File: src/rtl/wb_mailbox_pkg.sv
// Shared definitions for the Wishbone end-of-test / console mailbox.
// The TIMEOUT state exists only when WB_MAILBOX_TIMEOUT_EN is defined.
package wb_mailbox_pkg;

  localparam logic [1:0] REG_CTRL   = 2'd0;
  localparam logic [1:0] REG_TXDATA = 2'd1;
  localparam logic [1:0] REG_STATUS = 2'd2;
  localparam logic [1:0] REG_CYCLES = 2'd3;

  localparam int ST_DONE    = 0;
  localparam int ST_PASS    = 1;
  localparam int ST_FULL    = 2;
  localparam int ST_EMPTY   = 3;
  localparam int ST_OVF     = 4;
  localparam int ST_TIMEOUT = 5;

  localparam logic [7:0] PASS_CODE = 8'h01;
  localparam logic [7:0] FAIL_CODE = 8'hFF;

`ifdef WB_MAILBOX_TIMEOUT_EN
  typedef enum logic [1:0] {S_RUN, S_DONE_PASS, S_DONE_FAIL, S_TIMEOUT} state_t;
`else
  typedef enum logic [1:0] {S_RUN, S_DONE_PASS, S_DONE_FAIL} state_t;
`endif

endpackage

File: src/rtl/wb_mailbox_sync_fifo.sv
// Single-clock FIFO with a combinational head; a push into a full FIFO is
// accepted only when a pop frees a slot on the same edge.
module sync_fifo #(
  parameter int WIDTH = 8,
  parameter int DEPTH = 16
) (
  input  logic                     clk,
  input  logic                     rst_n,
  input  logic                     push,
  input  logic [WIDTH-1:0]         wdata,
  input  logic                     pop,
  output logic [WIDTH-1:0]         rdata,
  output logic                     full,
  output logic                     empty,
  output logic [$clog2(DEPTH):0]   count
);

  localparam int AW = $clog2(DEPTH);

  logic [WIDTH-1:0] mem [DEPTH];
  logic [AW:0]      wr_ptr_reg;
  logic [AW:0]      rd_ptr_reg;
  logic             do_push;
  logic             do_pop;

  assign count   = wr_ptr_reg - rd_ptr_reg;
  assign full    = (count == (AW+1)'(DEPTH));
  assign empty   = (count == '0);
  assign do_pop  = pop & ~empty;
  assign do_push = push & (~full | do_pop);
  assign rdata   = mem[rd_ptr_reg[AW-1:0]];

  always_ff @(posedge clk or negedge rst_n) begin
    if (!rst_n) begin
      wr_ptr_reg <= '0;
      rd_ptr_reg <= '0;
    end else begin
      if (do_push) wr_ptr_reg <= wr_ptr_reg + 1'b1;
      if (do_pop)  rd_ptr_reg <= rd_ptr_reg + 1'b1;
    end
  end

  always_ff @(posedge clk) begin
    if (do_push) mem[wr_ptr_reg[AW-1:0]] <= wdata;
  end

endmodule

File: src/rtl/wb_mailbox.sv
// Wishbone classic mailbox: sticky pass/fail flags, TX byte FIFO, cycle counter.
// Optional run timeout enabled by defining WB_MAILBOX_TIMEOUT_EN.
module wb_mailbox
  import wb_mailbox_pkg::*;
#(
  parameter logic [31:0] BASE_ADDR  = 32'h8000_0000,
  parameter int          FIFO_DEPTH = 16,
  parameter int unsigned MAX_CYCLES = 200_000
) (
  input  logic        clk,
  input  logic        rst_n,
  input  logic        wb_cyc_i,
  input  logic        wb_stb_i,
  input  logic        wb_we_i,
  input  logic [31:0] wb_adr_i,
  input  logic [31:0] wb_dat_i,
  input  logic [3:0]  wb_sel_i,
  output logic        wb_ack_o,
  output logic [31:0] wb_dat_o,
  output logic        done_o,
  output logic        pass_o,
  output logic        timeout_o,
  output logic        rd_valid_o,
  output logic [7:0]  rd_data_o,
  input  logic        rd_ready_i
);

  if (BASE_ADDR[3:0] != 4'h0 || FIFO_DEPTH < 2 ||
      (FIFO_DEPTH & (FIFO_DEPTH - 1)) != 0 || MAX_CYCLES == 0) begin : g_bad_param
    $error("wb_mailbox: illegal parameter value");
  end

  state_t      state_reg, state_next;
  logic        ack_reg;
  logic [31:0] dat_reg;
  logic [31:0] cycles_reg;
  logic        ovf_reg;
  logic [31:0] rd_mux;

  logic        sel, commit, wr_commit, rd_commit;
  logic [1:0]  reg_idx;
  logic        ctrl_wr, tx_wr, ovf_clr, fifo_pop;
  logic        fifo_full, fifo_empty;
  logic [7:0]  fifo_head;
  logic [$clog2(FIFO_DEPTH):0] fifo_count;
  logic        cnt_en;
  logic        unused_bits;

  assign unused_bits = ^{wb_adr_i[1:0], wb_dat_i[31:8], wb_sel_i[3:1]};

  // A transfer commits on the edge that raises ack; ack then blocks a repeat.
  assign sel       = wb_cyc_i & wb_stb_i & (wb_adr_i[31:4] == BASE_ADDR[31:4]);
  assign commit    = sel & ~ack_reg;
  assign wr_commit = commit & wb_we_i;
  assign rd_commit = commit & ~wb_we_i;
  assign reg_idx   = wb_adr_i[3:2];

  assign ctrl_wr  = wr_commit & wb_sel_i[0] & (reg_idx == REG_CTRL);
  assign tx_wr    = wr_commit & wb_sel_i[0] & (reg_idx == REG_TXDATA);
  assign ovf_clr  = wr_commit & wb_sel_i[0] & (reg_idx == REG_STATUS) & wb_dat_i[ST_OVF];
  assign fifo_pop = rd_ready_i & ~fifo_empty;

  sync_fifo #(.WIDTH(8), .DEPTH(FIFO_DEPTH)) u_fifo (
    .clk   (clk),
    .rst_n (rst_n),
    .push  (tx_wr),
    .wdata (wb_dat_i[7:0]),
    .pop   (fifo_pop),
    .rdata (fifo_head),
    .full  (fifo_full),
    .empty (fifo_empty),
    .count (fifo_count)
  );

`ifdef WB_MAILBOX_TIMEOUT_EN
  logic timeout_hit;
  assign timeout_hit = (state_reg == S_RUN) && (cycles_reg == 32'(MAX_CYCLES));
  assign cnt_en      = (state_reg == S_RUN) && (cycles_reg != '1) && !timeout_hit;
  assign timeout_o   = (state_reg == S_TIMEOUT);
`else
  assign cnt_en      = (state_reg == S_RUN) && (cycles_reg != '1);
  assign timeout_o   = 1'b0;
`endif

  // A pass/fail code committing on the timeout edge takes priority.
  always_comb begin
    state_next = state_reg;
    if (state_reg == S_RUN) begin
      if (ctrl_wr && wb_dat_i[7:0] == PASS_CODE)      state_next = S_DONE_PASS;
      else if (ctrl_wr && wb_dat_i[7:0] == FAIL_CODE) state_next = S_DONE_FAIL;
`ifdef WB_MAILBOX_TIMEOUT_EN
      else if (timeout_hit)                           state_next = S_TIMEOUT;
`endif
    end
  end

  assign done_o     = (state_reg != S_RUN);
  assign pass_o     = (state_reg == S_DONE_PASS);
  assign rd_valid_o = ~fifo_empty;
  assign rd_data_o  = fifo_empty ? 8'h00 : fifo_head;

  always_comb begin
    rd_mux = '0;
    case (reg_idx)
      REG_STATUS: begin
        rd_mux[ST_DONE]    = done_o;
        rd_mux[ST_PASS]    = pass_o;
        rd_mux[ST_FULL]    = fifo_full;
        rd_mux[ST_EMPTY]   = fifo_empty;
        rd_mux[ST_OVF]     = ovf_reg;
        rd_mux[ST_TIMEOUT] = timeout_o;
        rd_mux[15:8]       = 8'(fifo_count);
      end
      REG_CYCLES: rd_mux = cycles_reg;
      default:    rd_mux = '0;
    endcase
  end

  always_ff @(posedge clk or negedge rst_n) begin
    if (!rst_n) begin
      state_reg  <= S_RUN;
      ack_reg    <= 1'b0;
      dat_reg    <= '0;
      cycles_reg <= '0;
      ovf_reg    <= 1'b0;
    end else begin
      state_reg <= state_next;
      ack_reg   <= commit;
      dat_reg   <= rd_commit ? rd_mux : '0;
      if (cnt_en) cycles_reg <= cycles_reg + 32'd1;
      if (tx_wr && fifo_full && !fifo_pop) ovf_reg <= 1'b1;
      else if (ovf_clr)                    ovf_reg <= 1'b0;
    end
  end

  assign wb_ack_o = ack_reg;
  assign wb_dat_o = dat_reg;

endmodule

File: config.mk
export PLATFORM = sky130hd
export DESIGN_NAME = wb_mailbox
export DESIGN_NICKNAME = d
export VERILOG_FILES = /design/src/rtl/wb_mailbox_pkg.sv /design/src/rtl/wb_mailbox_sync_fifo.sv /design/src/rtl/wb_mailbox.sv
export SDC_FILE = /design/constraint.sdc
export NUM_CORES = 1
export LEC_CHECK = 0
export CORE_ASPECT_RATIO = 0.75
export CORE_MARGIN = 1.5
export CORE_UTILIZATION = 35
export DETAILED_ROUTE_END_ITERATION = 7
export GPL_TIMING_DRIVEN = 0
export MAX_ROUTING_LAYER = met4
export PLACE_DENSITY = 0.54
export SYNTH_ARGS = -nofsm -noshare
export SYNTH_HDL_FRONTEND = slang
export SYNTH_SLANG_ARGS = --single-unit
File: constraint.sdc
create_clock -name clk -period 7.62 [get_ports clk]
set_input_delay 1.143 -clock clk [delete_from_list [all_inputs] [get_ports clk]]
set_output_delay 1.143 -clock clk [all_outputs]
set_load 0.05 [all_outputs]
==> qor.txt <==
Main combinational cell family by area after synthesis = simple AND/OR/NAND/NOR gates
Critical path's top delay family = buffers and inverters
NumNets Final = 772
Sequential cell fraction of total power = 37.9%
Total iterations of the first detailed-routing run = 5
Final worst hold slack = 0.484 ns
Data arrival time at the worst-slack endpoint = 4.13 ns
Highest routed metal layer = met4
Length of routed wiring on met1 = 9510 um
Outcome = finished, final reports clean
Non-filler instance count after layout = 1,034
Yosys synthesis warning count = 0
Global route total overflow = 0
Basic-gate share of the synthesized area counting and, or, nand and nor cells = 12.1%
Compound-Gate Fraction of Synth Area = 4.15%
Switching power total = 1.03 mW
Deepest level of the CTS H-tree = 1
Root buffer cell = clkbuf_16
Highest clock rate = 0.190 GHz
Min cycle time layout = 5.27 ns
Synthesis-stage register bit count = 206
Fraction of layout cells with a size suffix above 1 = 11.7%
Number of buffers created by CTS = 22
Detail-routed net length per standard cell = 19.1 um
Most numerous cell in the Yosys netlist = edfxtp_1
Count of input and output buffers = 87
Clock-pin transition on the worst setup and hold timing paths = 0.06 ns
Area share of the largest cell type after synthesis = 44.3%
Detailed Route Iter0 Violations = 484
Via/cell ratio = 5.06
Fin crit share = 69.1%
Slowest stage cell on the critical path = clkdlybuf4s50_1
Share of the core filled with cells in the final layout = 44.4%
Worst slew pin tran = 1.26 ns
RePlAce Congestion = 0.796
Leading post-synthesis cells by cell area = edfxtp_1 (44%), dfrtp_1 (23%), mux4_2 (4.9%)
Max FO, Critical Path = 10
Worst hold path class = reg -> reg
Row cnt = 49
Clock tree from TritonCTS = done
Power density cells = 300 nW/um^2
X dimension of the die = 185 um
Commonest cells in the synthesized netlist = edfxtp_1 (128), dfrtp_1 (78), mux2i_1 (34)
Area of the core = 24,200 sq um
Worst path max stage delay = 0.84 ns
Cell-by-cell listing of the critical path = clkbuf_1 -> inv_1 -> ha_1 -> a21oi_1 -> a211oi_1 -> o2bb2a_1 -> buf_2 -> inv_2 -> o221ai_1 -> a21oi_1 -> clkdlybuf4s50_1
Setup repair after global routing missed its margin = no
Post-Synthesis Mean Instance Area = 15.1 sq um
Synth Flop Type = edfxtp_1
Logic pwr share = 29.4%
Cell repeated most along the worst path = a21oi_1
Post-synth top area cell = edfxtp_1
Insertion delay of the later-clocked pin in the worst-skew pair = 0.51 ns
Die height = 139 um
Initial antenna violation count = 0
Initial Utilization = 35.9%
Worst setup path category = reg -> out
Total die area = 25,700 sq um
GRT Overall Usage = 16.3%
Total number of vias = 5,231
Leakage component of the power = 4.04 nW
Routed wl met2 = 8820 um
Cell total after placement = 994
Max Cap Violations = 0
Crit path capture type = primary output
Relative slew margins = 15.2%
Hold-fix buffers, CTS = 0
Async S/R FF share, synth = 37.9%
Antenna diode instance count = 0
DPL Wire Length = 13,800 um
Via count of the first global-routing pass = 5,331
Seq/Total Area, Yosys = 66.8%
Number of gates given a new drive strength after cts = 0
Total count of max-transition violations in the final report = 0
Final routed DRC violation total = 0
First-pass GRT wire length = 30,800 um
Final wirelength = 19,800 um
Multiplexer fraction of the synthesized cell area = 9.25%
Number of enable flip-flop cells after synthesis = 128
Area share of fa/ha/maj cells after synthesis = 1.67%
Xor/xnor cell area share of the yosys netlist = 4.24%
Sink Count = 206
I/O pin count = 119
Final setup viols = 0
Total negative slack for setup checks = 0 ns
Setup Fix Bufs, Post-CTS = 0
Synthesis-to-finish area growth = 23.7%
Worst setup margin = 2.35 ns
Final hold viol count = 0
Met3 wirelength from detailed routing = 1100 um
Startpoint types = flop
Internal power = 2.19 mW
Count of unique library cells instantiated by Yosys = 53
Gate Count Post-Synth = 575
Area of the mapped netlist = 8670 sq um
Number of flip-flops under the largest register name = 128
Post-Place Worst Slack = 2.87 ns
Required arrival time at the worst endpoint = 6.48 ns
Clock power share = 32.7%
Net Count, Synth = 660
Clk buf depth = 3
Maximum number of pins on one net before global-route repair = 55
Final ANT Viol Nets = 0
Switching part of the total = 31.9%
CP Buf/Inv Count = 5
Peak ir drop on the vdd network = 0.175 mV
Largest clock skew in the final design = 0.0187 ns
-- per-stage QoR --
stage	instance area (sq um)	power [mW]
floorplan	8670	1.87
global placement	9960	2.18
detailed placement	9980	2.19
CTS	10700	3.25
global route	10700	3.34
finish	10700	3.21
-- cells by family after synthesis --
kind of cell               after synthesis
DFF                                    206
and+or+nand+nor                        177
muxes                                   56
AOI/OAI and AO/OA                       47
xor gates and xnor gates                42
buffers and inverters                   35
adders and majority gates               11
other                                    1
-- power by group through the flow --
stage,combinational (mW),sequential (mW),clock (mW)
after detailed placement,0.951,1.24,0
after CTS,0.953,1.22,1.07
after global routing,1.00,1.22,1.12
final,0.945,1.22,1.05
after global placement,0.942,1.24,0
after floorplan,0.636,1.24,0
-- layer usage --
layer / vias up / global-route usage [%]
met5: - / -
met4: 0 / 3.34
met3: 25 / 3.32
met2: 144 / 24.1
met1: 2649 / 23.2
li1: 2413 / -
-- path summary, 6_finish.rpt --
path                                      start                    to  slack, ns  depth (start not counted)
hold reg to reg            u_fifo.rd_ptr_reg[4]  u_fifo.rd_ptr_reg[4]       0.48                          1
hold / removal             u_fifo.rd_ptr_reg[4]  u_fifo.rd_ptr_reg[4]       0.48                          1
setup / recovery           u_fifo.rd_ptr_reg[2]          rd_data_o[3]       2.35                         11
min in group asynchronous                 rst_n         cycles_reg[3]       0.56                          1
setup reg to reg           u_fifo.rd_ptr_reg[2]      u_fifo.mem[3][2]       3.26                          8
max in group asynchronous                 rst_n        cycles_reg[25]       6.48                          2
-- placed cells by master (no fill, tap or decap), drive strengths merged, types with 12 or more instances in the layout --
cell type,netlist,layout
clkdlybuf4s50,0,86
and2,29,29
nand3,16,16
nand4,22,22
a21oi,15,15
inv,12,12
mux2i,34,34
xnor2,31,31
clkbuf,12,43
o221ai,17,17
nand2,24,24
nor2,21,21
dfrtp,78,78
nor3,12,12
buf,11,13
edfxtp,128,128
mux4,19,19
and3,13,13
-- final cells by class --
| cell class | count | area [sq um] |
|---|---|---|
| clock buffers | 31 | 647 |
| repair buffers | 88 | 896 |
| plain buffers | 23 | 101 |
| fillers | 2161 | 13400 |
| inverters | 12 | 45.0 |
| clock inverters | 9 | 75.1 |
| multi-input cells | 334 | 2750 |
| flip-flops and latches | 206 | 5800 |
| well taps | 331 | 414 |
No activity file was read; power rests on OpenSTA's default activity.
